### src/rtl/fp_exc_pkg.sv
// Shared definitions for the FP exception pipe: opcodes, operand classes and a
// canonical quiet-NaN builder usable for any exponent/mantissa split.
package fp_exc_pkg;

   localparam logic [1:0] OP_ADD = 2'b00;
   localparam logic [1:0] OP_SUB = 2'b01;
   localparam logic [1:0] OP_MUL = 2'b10;
   localparam logic [1:0] OP_DIV = 2'b11;

   typedef enum logic [2:0] {
      ClsZero,
      ClsSubnormal,
      ClsNormal,
      ClsInf,
      ClsQnan,
      ClsSnan
   } fp_class_e;

   localparam int unsigned MAX_DATA_W = 128;
   localparam logic [MAX_DATA_W-1:0] ONE_W = {{(MAX_DATA_W-1){1'b0}}, 1'b1};

   // Sign 0, exponent all ones, mantissa MSB set; caller truncates to its width.
   function automatic logic [MAX_DATA_W-1:0] canon_qnan(input int unsigned exp_w,
                                                        input int unsigned man_w);
      return (((ONE_W << exp_w) - ONE_W) << man_w) | (ONE_W << (man_w - 1));
   endfunction

endpackage

### src/rtl/fp_classify.sv
// Operand classifier for the FP exception pipe.
// Define FP_EXC_DAZ_EN to fold subnormal operands into signed zero.
module fp_classify
   import fp_exc_pkg::*;
#(
   parameter int EXP_WIDTH = 8,
   parameter int MAN_WIDTH = 23,
   localparam int DATA_WIDTH = 1 + EXP_WIDTH + MAN_WIDTH
) (
   input  logic [DATA_WIDTH-1:0] i_num,
   output fp_class_e             o_class,
   output logic                  o_sign
);

   logic [EXP_WIDTH-1:0] w_exp;
   logic [MAN_WIDTH-1:0] w_man;
   logic                 w_exp_ones;
   logic                 w_exp_zero;
   logic                 w_man_zero;

   assign w_exp      = i_num[DATA_WIDTH-2 -: EXP_WIDTH];
   assign w_man      = i_num[MAN_WIDTH-1:0];
   assign w_exp_ones = &w_exp;
   assign w_exp_zero = ~|w_exp;
   assign w_man_zero = ~|w_man;
   assign o_sign     = i_num[DATA_WIDTH-1];

   always_comb begin
      o_class = ClsNormal;
      if (w_exp_ones) begin
         if (w_man_zero)              o_class = ClsInf;
         else if (w_man[MAN_WIDTH-1]) o_class = ClsQnan;
         else                         o_class = ClsSnan;
      end else if (w_exp_zero) begin
         if (w_man_zero) o_class = ClsZero;
         else begin
`ifdef FP_EXC_DAZ_EN
            o_class = ClsZero;
`else
            o_class = ClsSubnormal;
`endif
         end
      end
   end

endmodule

### src/rtl/fp_exception_pipe.sv
// Two-stage IEEE-754 special-case resolver: classify, then resolve NaN/Inf/zero results
// and flags. Build option FP_EXC_DAZ_EN (in fp_classify) enables denormals-are-zero.
module fp_exception_pipe
   import fp_exc_pkg::*;
#(
   parameter int EXP_WIDTH = 8,
   parameter int MAN_WIDTH = 23,
   parameter int OP_WIDTH  = 2,
   localparam int DATA_WIDTH = 1 + EXP_WIDTH + MAN_WIDTH
) (
   input  logic                  clk,
   input  logic                  rst,
   input  logic                  in_valid,
   output logic                  in_ready,
   input  logic [DATA_WIDTH-1:0] float_num1,
   input  logic [DATA_WIDTH-1:0] float_num2,
   input  logic [OP_WIDTH-1:0]   opcode,
   output logic                  out_valid,
   input  logic                  out_ready,
   output logic                  sel,
   output logic [DATA_WIDTH-1:0] exception_out,
   output logic [1:0]            exc_flags,
   output logic [1:0]            sticky_flags,
   input  logic                  flags_clear
);

   localparam logic [MAX_DATA_W-1:0] L_QNAN_W = canon_qnan(EXP_WIDTH, MAN_WIDTH);
   localparam logic [DATA_WIDTH-1:0] L_QNAN   = L_QNAN_W[DATA_WIDTH-1:0];
   localparam logic [OP_WIDTH-1:0]   L_OP_ADD = OP_WIDTH'(OP_ADD);
   localparam logic [OP_WIDTH-1:0]   L_OP_SUB = OP_WIDTH'(OP_SUB);
   localparam logic [OP_WIDTH-1:0]   L_OP_MUL = OP_WIDTH'(OP_MUL);
   localparam logic [OP_WIDTH-1:0]   L_OP_DIV = OP_WIDTH'(OP_DIV);

   function automatic logic [DATA_WIDTH-1:0] f_inf(input logic s);
      return {s, {EXP_WIDTH{1'b1}}, {MAN_WIDTH{1'b0}}};
   endfunction

   function automatic logic [DATA_WIDTH-1:0] f_zero(input logic s);
      return {s, {(DATA_WIDTH-1){1'b0}}};
   endfunction

   fp_class_e w_cls1, w_cls2;
   logic      w_sign1, w_sign2;

   fp_classify #(.EXP_WIDTH(EXP_WIDTH), .MAN_WIDTH(MAN_WIDTH)) u_cls1 (
      .i_num   (float_num1),
      .o_class (w_cls1),
      .o_sign  (w_sign1)
   );

   fp_classify #(.EXP_WIDTH(EXP_WIDTH), .MAN_WIDTH(MAN_WIDTH)) u_cls2 (
      .i_num   (float_num2),
      .o_class (w_cls2),
      .o_sign  (w_sign2)
   );

   logic                  r_s1_valid;
   fp_class_e             r_s1_cls1, r_s1_cls2;
   logic                  r_s1_sign1, r_s1_sign2;
   logic [OP_WIDTH-1:0]   r_s1_op;
   logic                  r_out_valid;
   logic                  r_sel;
   logic [DATA_WIDTH-1:0] r_exc;
   logic [1:0]            r_flags;
   logic [1:0]            r_sticky;

   logic w_s2_load, w_in_xfer, w_out_xfer;
   assign w_s2_load  = !r_out_valid || out_ready;
   assign in_ready   = !r_s1_valid || w_s2_load;
   assign w_in_xfer  = in_valid && in_ready;
   assign w_out_xfer = r_out_valid && out_ready;

   logic w_inf1, w_inf2, w_zero1, w_zero2, w_nan1, w_nan2, w_snan_any;
   logic w_sign2_eff, w_sign_x;
   assign w_inf1      = (r_s1_cls1 == ClsInf);
   assign w_inf2      = (r_s1_cls2 == ClsInf);
   assign w_zero1     = (r_s1_cls1 == ClsZero);
   assign w_zero2     = (r_s1_cls2 == ClsZero);
   assign w_nan1      = (r_s1_cls1 == ClsQnan) || (r_s1_cls1 == ClsSnan);
   assign w_nan2      = (r_s1_cls2 == ClsQnan) || (r_s1_cls2 == ClsSnan);
   assign w_snan_any  = (r_s1_cls1 == ClsSnan) || (r_s1_cls2 == ClsSnan);
   assign w_sign2_eff = r_s1_sign2 ^ (r_s1_op == L_OP_SUB);
   assign w_sign_x    = r_s1_sign1 ^ r_s1_sign2;

   logic                  w_sel;
   logic [DATA_WIDTH-1:0] w_res;
   logic [1:0]            w_flags;  // {invalid, divzero}

   always_comb begin
      w_sel   = 1'b0;
      w_res   = '0;
      w_flags = 2'b00;
      if (w_nan1 || w_nan2) begin
         w_sel      = 1'b1;
         w_res      = L_QNAN;
         w_flags[1] = w_snan_any;
      end else begin
         case (r_s1_op)
            L_OP_ADD, L_OP_SUB: begin
               if (w_inf1 && w_inf2 && (r_s1_sign1 != w_sign2_eff)) begin
                  w_sel = 1'b1; w_res = L_QNAN; w_flags = 2'b10;
               end else if (w_inf1) begin
                  w_sel = 1'b1; w_res = f_inf(r_s1_sign1);
               end else if (w_inf2) begin
                  w_sel = 1'b1; w_res = f_inf(w_sign2_eff);
               end else if (w_zero1 && w_zero2) begin
                  w_sel = 1'b1; w_res = f_zero(r_s1_sign1 && w_sign2_eff);
               end
            end
            L_OP_MUL: begin
               if ((w_inf1 && w_zero2) || (w_zero1 && w_inf2)) begin
                  w_sel = 1'b1; w_res = L_QNAN; w_flags = 2'b10;
               end else if (w_inf1 || w_inf2) begin
                  w_sel = 1'b1; w_res = f_inf(w_sign_x);
               end else if (w_zero1 || w_zero2) begin
                  w_sel = 1'b1; w_res = f_zero(w_sign_x);
               end
            end
            L_OP_DIV: begin
               // inf/0 is checked before x/0 so only finite dividends raise divzero
               if ((w_zero1 && w_zero2) || (w_inf1 && w_inf2)) begin
                  w_sel = 1'b1; w_res = L_QNAN; w_flags = 2'b10;
               end else if (w_inf1) begin
                  w_sel = 1'b1; w_res = f_inf(w_sign_x);
               end else if (w_zero2) begin
                  w_sel = 1'b1; w_res = f_inf(w_sign_x); w_flags = 2'b01;
               end else if (w_zero1 || w_inf2) begin
                  w_sel = 1'b1; w_res = f_zero(w_sign_x);
               end
            end
            default: ;
         endcase
      end
   end

   always_ff @(posedge clk) begin
      if (rst) begin
         r_s1_valid  <= 1'b0;
         r_s1_cls1   <= ClsZero;
         r_s1_cls2   <= ClsZero;
         r_s1_sign1  <= 1'b0;
         r_s1_sign2  <= 1'b0;
         r_s1_op     <= '0;
         r_out_valid <= 1'b0;
         r_sel       <= 1'b0;
         r_exc       <= '0;
         r_flags     <= 2'b00;
         r_sticky    <= 2'b00;
      end else begin
         if (in_ready) r_s1_valid <= in_valid;
         if (w_in_xfer) begin
            r_s1_cls1  <= w_cls1;
            r_s1_cls2  <= w_cls2;
            r_s1_sign1 <= w_sign1;
            r_s1_sign2 <= w_sign2;
            r_s1_op    <= opcode;
         end
         if (w_s2_load) begin
            r_out_valid <= r_s1_valid;
            r_sel       <= r_s1_valid && w_sel;
            r_exc       <= r_s1_valid ? w_res : '0;
            r_flags     <= r_s1_valid ? w_flags : 2'b00;
         end
         if (w_out_xfer)       r_sticky <= flags_clear ? r_flags : (r_sticky | r_flags);
         else if (flags_clear) r_sticky <= 2'b00;
      end
   end

   assign out_valid     = r_out_valid;
   assign sel           = r_sel;
   assign exception_out = r_exc;
   assign exc_flags     = r_flags;
   assign sticky_flags  = r_sticky;

endmodule

### config.mk
export PLATFORM = sky130hd
export DESIGN_NAME = fp_exception_pipe
export DESIGN_NICKNAME = d
export VERILOG_FILES = /design/src/rtl/fp_exc_pkg.sv /design/src/rtl/fp_classify.sv /design/src/rtl/fp_exception_pipe.sv
export SDC_FILE = /design/constraint.sdc
export NUM_CORES = 1
export LEC_CHECK = 0
export BUFFER_PORTS_ARGS = -buffer_cell sky130_fd_sc_hd__buf_2
export CORE_AREA = 2 2 64 66
export CTS_CLUSTER_SIZE = 12
export DETAILED_ROUTE_END_ITERATION = 8
export DIE_AREA = 0 0 66 68
export PLACE_DENSITY = 0.77
export SLEW_MARGIN = 25
export SYNTH_ARGS = -nofsm -noshare
export SYNTH_HDL_FRONTEND = slang
export SYNTH_SLANG_ARGS = --single-unit
### constraint.sdc
create_clock -name clk -period 2.2 [get_ports clk]
set_clock_uncertainty 0.2 [all_clocks]
set_input_delay 0.11 -clock clk [delete_from_list [all_inputs] [get_ports clk]]
set_output_delay 0.11 -clock clk [all_outputs]
set_load 0.01 [all_outputs]
# == Word level (Yosys, flattened, before mapping) ==
# Cells that the tools add are included.
# W data, S select, Z words.
# word_totals
ff_bits,49
# classes
n_mux,49
reduce_logical,33
bitwise_logic,3
n_eq_ne,10
# op_table
op,n
$mux W32,13
$pmux W32 S3,1
$reduce_or A23 Y1,2
$mux W1,20
$mux W3,6
$reduce_and A8 Y1,2
$reduce_or A8 Y1,2
$mux W2,7
$eq A3 B3 Y1 const B,4
$logic_or A1 B1 Y1,11
$logic_and A1 B1 Y1,9
$eq A3 B2 Y1 const B,2
$logic_not A3 Y1,2
$pmux W2 S3,1
$eq A2 B2 Y1 const B,2
$pmux W1 S3,1
$eq A2 B1 Y1 const B,1
$logic_not A1 Y1,2
$logic_not A2 Y1,1
$or A2 B2 Y2,1
$reduce_bool A2 Y1,1
$reduce_or A2 Y1,1
$xor A1 B1 Y1,2
$ne A1 B1 Y1,1

# == Longest topological paths before layout ==
# Gate-level depths: netlist (run 1).
# logic_depth
ltp_word,10
depth_mapped,7

# == Cells and area by module ==
# A second synthesis (run 1) with hierarchy kept.
# hier_totals
hier_cells,213
area_unflattened_um2,1609.0
# modules_own_cells
mod,cells_each,area_per_inst_um2,instances,seq_area_each_um2
fp_exception_pipe,177,1376.3,1,400.4
fp_classify,18,116.4,2,0.0

# == Least setup slack after synthesis (run 1) ==
# Ideal clock, no wire load.
# synth_timing
path_type,reg2reg
from,register r_s1_op[1]
to,"register r_exc[31], in the netlist exception_out[31]"
period_less_slack_ns,1.811
n_path_buf,0
required_time_ns,1.942
path_stages_with_launch,8
setup_slack_ns,0.389
arrival_time_ns,1.554
path_cell_list,dfxtp_1 > nand2b_1 > xnor2_1 > ha_1 > nand3b_1 > a21oi_1 > a2111oi_1 > a211o_1
# synth_via
elab_chain_cells,10
word_cells_on_any_way,16
cone_classes,4 x eq/ne; 7 x mux; 1 x bitwise; 4 x reduce/logical
# synth_lines
item,line_no,text
start: declaration,fp_exception_pipe.sv:60,logic [OP_WIDTH-1:0] r_s1_op;
start signal: assignment,fp_exception_pipe.sv:156,r_s1_op <= opcode;
$eq A2 B1 Y1,"fp_exception_pipe.sv:82, fp_exception_pipe.sv:98",
$xor A1 B1 Y1,fp_exception_pipe.sv:82,assign w_sign2_eff = r_s1_sign2 ^ (r_s1_op == L_OP_SUB);
$logic_and A1 B1 Y1,fp_exception_pipe.sv:107,w_sel = 1'b1; w_res = f_zero(r_s1_sign1 && w_sign2_eff);
$mux W32,fp_exception_pipe.sv:106,end else if (w_zero1 && w_zero2) begin
$mux W32,fp_exception_pipe.sv:104,end else if (w_inf2) begin
$mux W32,fp_exception_pipe.sv:102,end else if (w_inf1) begin
$mux W32,fp_exception_pipe.sv:100,if (w_inf1 && w_inf2 && (r_s1_sign1 != w_sign2_eff)) begin
$pmux W32 S3 (*),fp_exception_pipe.sv:98,case (r_s1_op)
$mux W32 (*),fp_exception_pipe.sv:93,if (w_nan1 || w_nan2) begin
$mux W32 (*),fp_exception_pipe.sv:161,r_exc <= r_s1_valid ? w_res : '0;
end signal: assignment,fp_exception_pipe.sv:161,
end: declaration,fp_exception_pipe.sv:63,logic [DATA_WIDTH-1:0] r_exc;
# Every way passes the cells marked *; elsewhere a longest branch is shown, timed or not.
# A chain may end at the register's enable or synchronous reset.

# == Worst setup path after layout (run 1) ==
# Ends and elaborated chain as after synthesis.

==> impl_metrics.csv, run 1 <==
group,metric,value,unit
floorplan,dieWidth,66,um
layout,drive_gt1_share,35.9,%
clocking,cts_tree,"yes",
grt,grt_max_degree,20,
pwr,p_switching,225,uW
sta,slew_violations,0,
synth,synthCells,189,
synth,yosys_warnings,0,
placed_design,place.gp.congestion,0.923,
clocking,cts_hold_buf,8,
sta,setup_tns,0,ns
synth,async_flop_share,0,%
route,routed_via_density,4.87,
pwr,seqPwrFrac,48.1,%
placed_design,portBuffers,87,
status,status,"complete, no violations",
critical_path,critical_path_class,"register to register",
synth,yosys.cell_types.count,41,
pwr,p_int,591,uW
synth,yosys.area_share.simple,33.8,%
synth,synthAdderAreaFrac,0.869,%
route,wirelength,3660,um
floorplan,die_h,68,um
synth,synth.most_common_cell,"buf_4",
synth,ys_ff_latch,20,
floorplan,io_pins,110,
route,top_layer,"met4",
pwr,p_per_area,427,nW/um^2
pwr,peakVddDrop,0.210,mV
synth,yosys.area.top_type,"dfxtp_1",
floorplan,rows,23,
grt,grt_pass1_vias,1409,
clocking,root_buffer,"clkbuf_8",
clocking,clk_pin_slew,0.07,ns
critical_path,crit_arrival,2.01,ns
critical_path,startpoint,"r_s1_op[1]",
route,drcViolationCount,0,
synth,synth_area,1440,um^2
synth,ys_seq_area_share,27.8,%
worst_hold_path,worstHoldStart,"float_num1[22]",
clocking,cts_setup_buffers,0,
flow_run,maxCapViolCount,0,
grt,grt_pass1_wl,5770,um
floorplan,dieArea,4490,um^2
synth,synth_xor_area_share,1.22,%
pwr,switching_share,27.6,%
placed_design,hpwl,2990,um
clocking,cts.sinks,20,
layout,final_util,49.5,%
synth,synth_edf_count,0,
worst_hold_path,hold_class,"input port to register",
clocking,cts_resized,0,
sta,rsz0062_at_grt,"false",
grt,grt_util_all_layers,16.1,%
floorplan,start_util,37.3,%
sta,min_period,2.01,ns
route,wire_per_inst,11.2,um
sta,finalSetupViolCount,0,
synth,synth_top_family_by_area,"simple AND/OR/NAND/NOR gates",
synth,synth_area_leaders,"dfxtp_1, buf_4, nor4_1",
grt,antenna_found_initial,0,
critical_path,crit_path_end,"exception_out[31]",
synth,yosys.area.top_type_share,27.8,%
route,ant_nets,0,
critical_path,end_kind,"register",
critical_path,reg2regPathDepth,7,
layout,area_delta_synth_final,32.7,%
route,dr_wl_met2,1880,um
clocking,clk_latency,0.25,ns
route,route.vias.total,1587,
sta,hold_violations,0,
synth,synthMuxAreaShare,0.695,%
pwr,pwr-share-clk,28.8,%
clocking,cts_buffer_depth,2,
sta,period_share,91.4,%
route,met1_length,1560,um
critical_path,required,2.20,ns
layout,filler_cell_count,403,
grt,grt_overflow,0,
pwr,p_leak,0.899,nW
route,dr.first_iter.drc_count,39,
sta,max_freq,497,MHz
route,first_pass_iters,4,
layout,fin_area,1910,um^2
synth,synthFlopType,"dfxtp_1",
critical_path,r2r_start,"r_s1_op[1]",
synth,netlist_top_cells_count,"buf_4, nand2_1, nor2_1",
clocking,htree_levels,1,
synth,synth-compound-area-share,18.2,%
pwr,p_comb_share,23.2,%
floorplan,core_area,3860,um^2
clocking,cts_buffers,3,
critical_path,crit_path_max_fanout,8,
synth,postSynthAreaPerCell,7.62,um^2
route,met3_length,199,um
layout,fin_nets,350,
placed_design,placed_cell_area,1790,um^2
layout,antenna_cells,0,
critical_path,startpoint_type,"register",
critical_path,timing.rr.end,"exception_out[31]",
critical_path,reg2reg_slack,0.19,ns
==> worst min path at each step <==
stage,cells past startpoint,slack (ns),endpoint
after floorplan,2,0.03,r_s1_valid
after global placement,3,0.15,r_s1_valid
after detailed placement,3,0.15,r_s1_sign2
after CTS,3,0.02,r_s1_cls1[0]
after global routing,3,0.02,r_s1_cls2[0]
final,3,0.01,r_s1_cls1[0]
==> through the flow <==
stage               instances  setup WS [ns]  total power [mW]  hold WS (ns)
global route              326         0.0420             0.858        0.0244
detailed placement        315          0.247             0.577         0.155
global placement          315          0.251             0.573         0.145
finish                    326          0.189             0.816        0.0148
floorplan                 210          0.389             0.520        0.0274
CTS                       326          0.212             0.818        0.0189
==> cell families after synthesis <==
| group | Yosys count |
|---|---|
| AO/OA/AOI/OAI | 35 |
| XOR/XNOR | 2 |
| adder cells (fa/ha/maj) | 1 |
| buffers and inverters | 36 |
| flip-flops | 20 |
| multiplexers | 1 |
| other | 1 |
| AND/OR/NAND/NOR | 93 |
==> registers in the layout, summed over array words and instances, names as in the netlist <==
signal         count
exception_out      3
r_s1_cls1          3
r_s1_cls2          3
exc_flags          2
r_s1_op            2
sticky_flags       2
out_valid          1
r_s1_sign1         1
r_s1_sign2         1
r_s1_valid         1
sel                1
==> layout by cell type (no fill, tap or decap), types with 3 or more instances in the layout <==
| cell | Yosys | final |
|---|---|---|
| a21oi_1 | 10 | 10 |
| a32oi_1 | 3 | 3 |
| and2_1 | 3 | 3 |
| buf_2 | 2 | 87 |
| clkbuf_8 | 0 | 3 |
| conb_1 | 1 | 22 |
| dfxtp_1 | 20 | 20 |
| dlygate4sd3_1 | 0 | 8 |
| inv_1 | 3 | 3 |
| nand2_1 | 23 | 23 |
| nand2b_1 | 4 | 4 |
| nand3b_1 | 3 | 3 |
| nand4_1 | 6 | 6 |
| nor2_1 | 21 | 21 |
| nor2b_1 | 3 | 3 |
| nor3_1 | 8 | 8 |
| nor4_1 | 15 | 15 |
| o21ai_0 | 6 | 6 |
==> final cells by class <==
cell class,count,area [um^2],share of cell area (%)
Sequential cell,20,400,21.0
Multi-Input combinational cell,154,872,45.6
Clock buffer,3,41.3,2.16
Tap cell,50,62.6,3.27
Timing Repair Buffer,96,523,27.4
Inverter,3,11.3,0.589
==> power groups by stage <==
stage / clock, mW / sequential (mW) / combinational, mW
5_1_grt: 0.254 / 0.394 / 0.210
3_3_place_gp: 0 / 0.399 / 0.174
2_1_floorplan: 0 / 0.397 / 0.123
3_5_place_dp: 0 / 0.400 / 0.177
4_1_cts: 0.238 / 0.392 / 0.188
6_report: 0.235 / 0.392 / 0.189
==> worst max-delay path, cell delays in order, from the launching register on <==
cell and delay, ns:
dfxtp_1 0.38, nand2b_1 0.18, xnor2_1 0.21, ha_1 0.27
nand3b_1 0.10, a21oi_1 0.08, a2111oi_1 0.40, a211o_1 0.16
==> layer usage <==
| layer | GRT usage [%] | vias up |
|---|---|---|
| li1 | - | 814 |
| met1 | 18.3 | 712 |
| met4 | 7.14 | 0 |
| met5 | 0 | - |
| met3 | 2.47 | 4 |
| met2 | 29.9 | 57 |
Power figures use the tool's default switching activity.
==> run 2, diff against run 1 <==
--- a/config.mk
+++ b/config.mk
@@ -5,12 +5,12 @@
 export SDC_FILE = /design/constraint.sdc
 export NUM_CORES = 1
 export LEC_CHECK = 0
-export BUFFER_PORTS_ARGS = -buffer_cell sky130_fd_sc_hd__buf_2
-export CORE_AREA = 2 2 64 66
+export CORE_AREA = 2 2 55 57
 export CTS_CLUSTER_SIZE = 12
 export DETAILED_ROUTE_END_ITERATION = 8
-export DIE_AREA = 0 0 66 68
-export PLACE_DENSITY = 0.77
+export DIE_AREA = 0 0 57 59
+export DONT_BUFFER_PORTS = 1
+export PLACE_DENSITY = 0.67
 export SLEW_MARGIN = 25
 export SYNTH_ARGS = -nofsm -noshare
 export SYNTH_HDL_FRONTEND = slang
==> run 2 against run 1 <==
  * Global-route usage up 6.3 points
  * Combinational power fell by 23%
  * Critical path type is now input port to register
  * Flip-flop and latch count unchanged
  * Highest routed layer unchanged
  * First-iteration DRC count shrank 44%
  * Largest power group unchanged
  * Critical path depth shrank 1
  * Clock power decreased by 8%
  * Worst setup slack better by 0.0075 ns
==> impl_metrics.csv, run 2 (synthesis gave the netlist of run 1 again) <==
group,metric,value,unit
sta,setup_tns,0,ns
layout,ff_latch_area,400,um^2
critical_path,critical_path_buf_inv_count,2,
placed_design,preCtsSetupSlack,0.258,ns
sta,slew_headroom,53.4,%
route,wirelength,3730,um
pwr,p_per_area,459,nW/um^2
pwr,p_int,544,uW
sta,hold_violations,0,
layout,area_delta_synth_final,14.2,%
pwr,pwr-share-clk,28.7,%
layout,fin_nets,283,
critical_path,required,2.23,ns
clocking,htree_levels,1,
grt,grt_pass1_wl,5920,um
placed_design,hpwl,2690,um
floorplan,core_area,2710,um^2
sta,min_period,2.00,ns
sta,slew_violations,0,
layout,drive_gt1_share,6.67,%
clocking,cts.sinks,20,
critical_path,crit_path_max_fanout,2,
clocking,cts_tree,"yes",
placed_design,place.gp.congestion,0.826,
pwr,switching_share,28.0,%
clocking,cts_buffer_depth,2,
critical_path,critPathMaxStageDelay,0.59,ns
pwr,seqPwrFrac,52.1,%
clocking,cts_buffers,3,
route,first_pass_iters,4,
clocking,cts_setup_buffers,0,
pwr,peakVddDrop,0.432,mV
sta,period_share,91.1,%
sta,max_freq,499,MHz
pwr,p_switching,212,uW
route,route.vias.total,1389,
layout,most-common-layout-cells,"dlygate4sd3_1, nand2_1, conb_1, nor2_1, dfxtp_1",
route,drcViolationCount,0,
placed_design,portBuffers,0,
critical_path,critical_path_class,"input port to register",
layout,filler_cell_count,246,
grt,grt_overflow,0,
layout,multi_input_area,872,um^2
status,status,"complete, no violations",
layout,mostFrequentLayoutCell,"dlygate4sd3_1",
route,wire_per_inst,15.5,um
pwr,p_comb_share,19.2,%
grt,grt_util_all_layers,22.5,%
critical_path,startpoint_type,"input port",
critical_path,critPathSlowestCell,"dlygate4sd3_1",
flow_run,maxCapViolCount,0,
clocking,clk_pin_slew,0.12,ns
floorplan,die_h,59,um
worst_hold_path,hold_class,"input port to register",
floorplan,start_util,53.1,%
sta,finalSetupViolCount,0,
pwr,p_leak,0.617,nW
grt,grt_max_degree,21,
critical_path,cp_top_family,"buffers and inverters",
sta,rsz0062_at_grt,"false",
floorplan,dieWidth,57,um
grt,antenna_found_initial,0,
critical_path,crit_arrival,2.03,ns
route,dr.first_iter.drc_count,22,
clocking,clk_latency,0.30,ns
layout,final_util,60.7,%
critical_path,crit_top_cell,"dlygate4sd3_1",
floorplan,dieArea,3360,um^2
floorplan,io_pins,110,
clocking,root_buffer,"clkbuf_4",
grt,grt_pass1_vias,1355,
critical_path,end_kind,"register",
route,ant_nets,0,
critical_path,crit_chain,"dlygate4sd3_1, nor4_1, dlygate4sd3_1, nand2_1, o221a_2, nor3_1",
sta,tightest_slew,0.697,ns
route,routed_via_density,5.76,
floorplan,rows,19,
sta,setup_ws,0.196,ns
layout,antenna_cells,0,
-- run 2: changes by cell type in the layout (fill, tap and decap cells not counted), sizes merged --
cell         change
clkbuf           +1
buf             -86
dlygate4sd3     +19
-- run 2: repair_timing --
action                    CTS  global route
hold endpoints to repair   20             0
hold buffers               27             0
gates resized for setup     0             0
-- run 2: metrics by stage --
step | cells | hold WS [ns] | cell area [um^2] | power, mW
2_1_floorplan | 210 | 0.0274 | 1520 | 0.520
3_3_place_gp | 210 | -0.0172 | 1340 | 0.503
3_5_place_dp | 210 | -0.0144 | 1340 | 0.504
4_1_cts | 241 | 0.000222 | 1640 | 0.759
5_1_grt | 241 | 0.0286 | 1640 | 0.799
6_report | 241 | 0.0141 | 1640 | 0.755
-- run 2: area by class of cell --
type	count	share of cell area [%]
sequential	20	24.4
inverter	3	0.685
clock buffer	4	2.21
multi-input combinational	154	53.0
tap	31	2.36
timing repair buffer	29	17.4
-- run 2: layer usage --
layer	GRT usage [%]	wire (um)
met4	7.64	45
met1	25.0	1510
met2	43.0	1940
met3	3.93	240
met5	0	0
-- run 2: tightest hold or removal path, delay by kind of cell --
kind            cells  cell delay, ns
compound gates      2            0.28
simple gates        2            0.09
-- run 2: power by group through the flow --
stage / Sequential (mW) / Combinational (mW) / Clock (mW)
after detailed placement: 0.402 / 0.102 / 0
after CTS: 0.394 / 0.142 / 0.223
after floorplan: 0.397 / 0.123 / 0
after global placement: 0.402 / 0.102 / 0
final: 0.394 / 0.145 / 0.216
after global routing: 0.397 / 0.160 / 0.242
-- run 2: worst paths after layout --
check | slack, ns | from | cells after the start | to
setup reg to reg | 0.24 | r_s1_op[1] | 7 | exception_out[31]
setup / recovery | 0.20 | float_num1[24] | 6 | r_s1_cls1[0]
hold / removal | 0.01 | float_num1[9] | 4 | r_s1_cls1[2]
hold reg to reg | 0.27 | exception_out[30] | 2 | exception_out[30]
==> run 3, diff against run 2 <==
==> constraint.sdc (replaced) <==
create_clock -name clk -period 2.4 [get_ports clk]
set_clock_uncertainty 0.2 [all_clocks]
set_input_delay 0.12 -clock clk [delete_from_list [all_inputs] [get_ports clk]]
set_output_delay 0.12 -clock clk [all_outputs]
set_load 0.01 [all_outputs]
==> run 3 against run 2 <==
  * Via count rose by 0.79%
  * Critical path type unchanged
  * Die area unchanged
  * Flip-flop and latch count stayed put
  * Non-clock buffer count is 1 lower
  * First-iteration DRC count grew 95%
  * Cell area decreased by 0.23%
  * The run now ends with hold timing left
  * Wire length decreased by 1.6%
  * Register-to-register slack got worse by 0.10 ns
  * Clock-buffer cell count unchanged
==> impl_metrics.csv, run 3 (synthesis gave the netlist of run 1 again) <==
group,metric,value,unit
critical_path,crit_top_cell,"dlygate4sd3_1",
route,wirelength,3670,um
floorplan,dieArea,3360,um^2
route,met3_length,302,um
clocking,cts.sinks,20,
critical_path,critPathMaxStageDelay,0.56,ns
sta,min_period,2.31,ns
clocking,root_buffer,"clkbuf_4",
critical_path,reg2reg_slack,0.14,ns
critical_path,end_kind,"register",
grt,grt_max_degree,21,
route,dr_wl_met2,1850,um
grt,grt_pass1_wl,5680,um
layout,multi_input_area,876,um^2
sta,setup_tns,0,ns
sta,max_freq,433,MHz
sta,slew_violations,0,
floorplan,rows,19,
route,dr.first_iter.drc_count,43,
sta,period_share,96.2,%
route,drcViolationCount,0,
clocking,htree_levels,1,
route,met1_length,1450,um
critical_path,required,2.42,ns
floorplan,dieWidth,57,um
grt,antenna_found_initial,0,
layout,fin_nets,282,
floorplan,core_area,2710,um^2
critical_path,critPathSlowestCell,"dlygate4sd3_1",
clocking,cts_buffer_depth,2,
layout,drive_gt1_share,7.18,%
pwr,p_per_area,423,nW/um^2
route,top_layer,"met4",
clocking,cts_tree,"yes",
pwr,peakVddDrop,0.405,mV
sta,slew_headroom,52.8,%
grt,grt_util_all_layers,21.8,%
clocking,cts_setup_buffers,0,
route,wire_per_inst,15.3,um
layout,mostFrequentLayoutCell,"dlygate4sd3_1",
layout,area_delta_synth_final,13.9,%
route,first_pass_iters,4,
grt,grt_pass1_vias,1314,
clocking,clk_latency,0.31,ns
critical_path,startpoint_type,"input port",
layout,final_util,60.5,%
placed_design,place.gp.congestion,0.785,
worst_hold_path,worstHoldPathCells,4,
critical_path,r2r_start,"out_valid",
flow_run,maxCapViolCount,0,
route,route.vias.total,1400,
critical_path,crit_path_max_fanout,2,
layout,ff_latch_area,400,um^2
critical_path,reg2regPathDepth,6,
critical_path,crit_arrival,2.33,ns
floorplan,start_util,53.1,%
worst_hold_path,worstHoldStart,"float_num2[8]",
sta,tightest_slew,0.706,ns
critical_path,crit_chain,"dlygate4sd3_1, nand4_1, dlygate4sd3_1, nor2_1, dlygate4sd3_1, o21ai_0, a32o_1",
status,violations,"hold timing",
sta,hold_violations,1,
sta,whs,-0.00962,ns
worst_hold_path,hold_class,"input port to register",
clocking,clk_pin_slew,0.11,ns
layout,most-common-layout-cells,"dlygate4sd3_1, nand2_1, conb_1, nor2_1, dfxtp_1",
grt,grt_overflow,0,
status,status,"finished with violations",
floorplan,io_pins,110,
pwr,p_leak,0.632,nW
layout,antenna_cells,0,
route,routed_via_density,5.83,
worst_hold_path,hold_end,"r_s1_cls2[2]",
placed_design,portBuffers,0,
critical_path,timing.rr.end,"r_s1_op[0]",
sta,rsz0062_at_grt,"false",
route,ant_nets,0,
placed_design,hpwl,2650,um
critical_path,critical_path_class,"input port to register",
layout,filler_cell_count,263,
clocking,cts_buffers,3,
floorplan,die_h,59,um
sta,finalSetupViolCount,0,
-- run 3: changes by cell type in the layout (fill, tap and decap cells not counted) --
cell | before | now
and2_2 | 0 | 1
and2_1 | 3 | 2
o21ai_0 | 6 | 5
nor2_1 | 21 | 20
o21ai_1 | 0 | 1
nor2_2 | 0 | 1
buf_4 | 2 | 1
-- run 3: critical path: cells and delay by family --
kind                   cells  cell delay [ns]
AOI/OAI and AO/OA          2             0.33
and+or+nand+nor            2             0.21
buffers and inverters      3             1.67
-- run 3: repair_timing --
action / 4_1_cts / 5_1_grt
setup endpoints to repair: 0 / 5
gates resized for setup: 0 / 3
hold buffers: 28 / 0
endpoints found under the hold margin: 20 / 0
-- run 3: layout make-up --
cell class | count | share of cell area (%)
Multi-Input combinational cell | 154 | 53.4
Sequential cell | 20 | 24.4
Timing Repair Buffer | 28 | 16.9
Tap cell | 31 | 2.36
Clock buffer | 4 | 2.21
Inverter | 3 | 0.687
-- run 3: power by group --
group	leakage [nW]	internal [mW]	total, mW	switching [mW]
logic	0.447	0.0605	0.130	0.0695
clock network	0.0210	0.0928	0.203	0.110
registers	0.163	0.343	0.361	0.0177
-- run 3: routing by layer --
layer | vias to the layer above | track usage (%)
li1 | 680 | -
met1 | 634 | 25.6
met2 | 79 | 40.1
met3 | 7 | 3.49
met4 | 0 | 7.97
met5 | - | 0
-- run 3: worst max path at each step --
stage,start,endpoint,slack (ns),cells past startpoint
2_1_floorplan,r_s1_op[1],exception_out[31],0.59,7
3_3_place_gp,r_s1_op[1],exception_out[31],0.50,7
3_5_place_dp,r_s1_op[1],exception_out[31],0.46,7
4_1_cts,float_num2[28],r_s1_cls2[1],0.05,7
5_1_grt,float_num1[28],r_s1_cls1[1],0.002,7
6_report,float_num1[28],r_s1_cls1[1],0.09,7
-- run 3: stage by stage --
stage	hold WS (ns)	instance area, um^2	worst slack (ns)	power (mW)	instances
floorplan	0.0374	1520	0.589	0.477	210
global placement	-0.00716	1330	0.504	0.459	209
detailed placement	-0.00468	1330	0.460	0.460	209
CTS	0.00644	1650	0.0501	0.693	241
global route	0.0186	1640	0.00248	0.732	240
finish	-0.00962	1640	0.0913	0.694	240
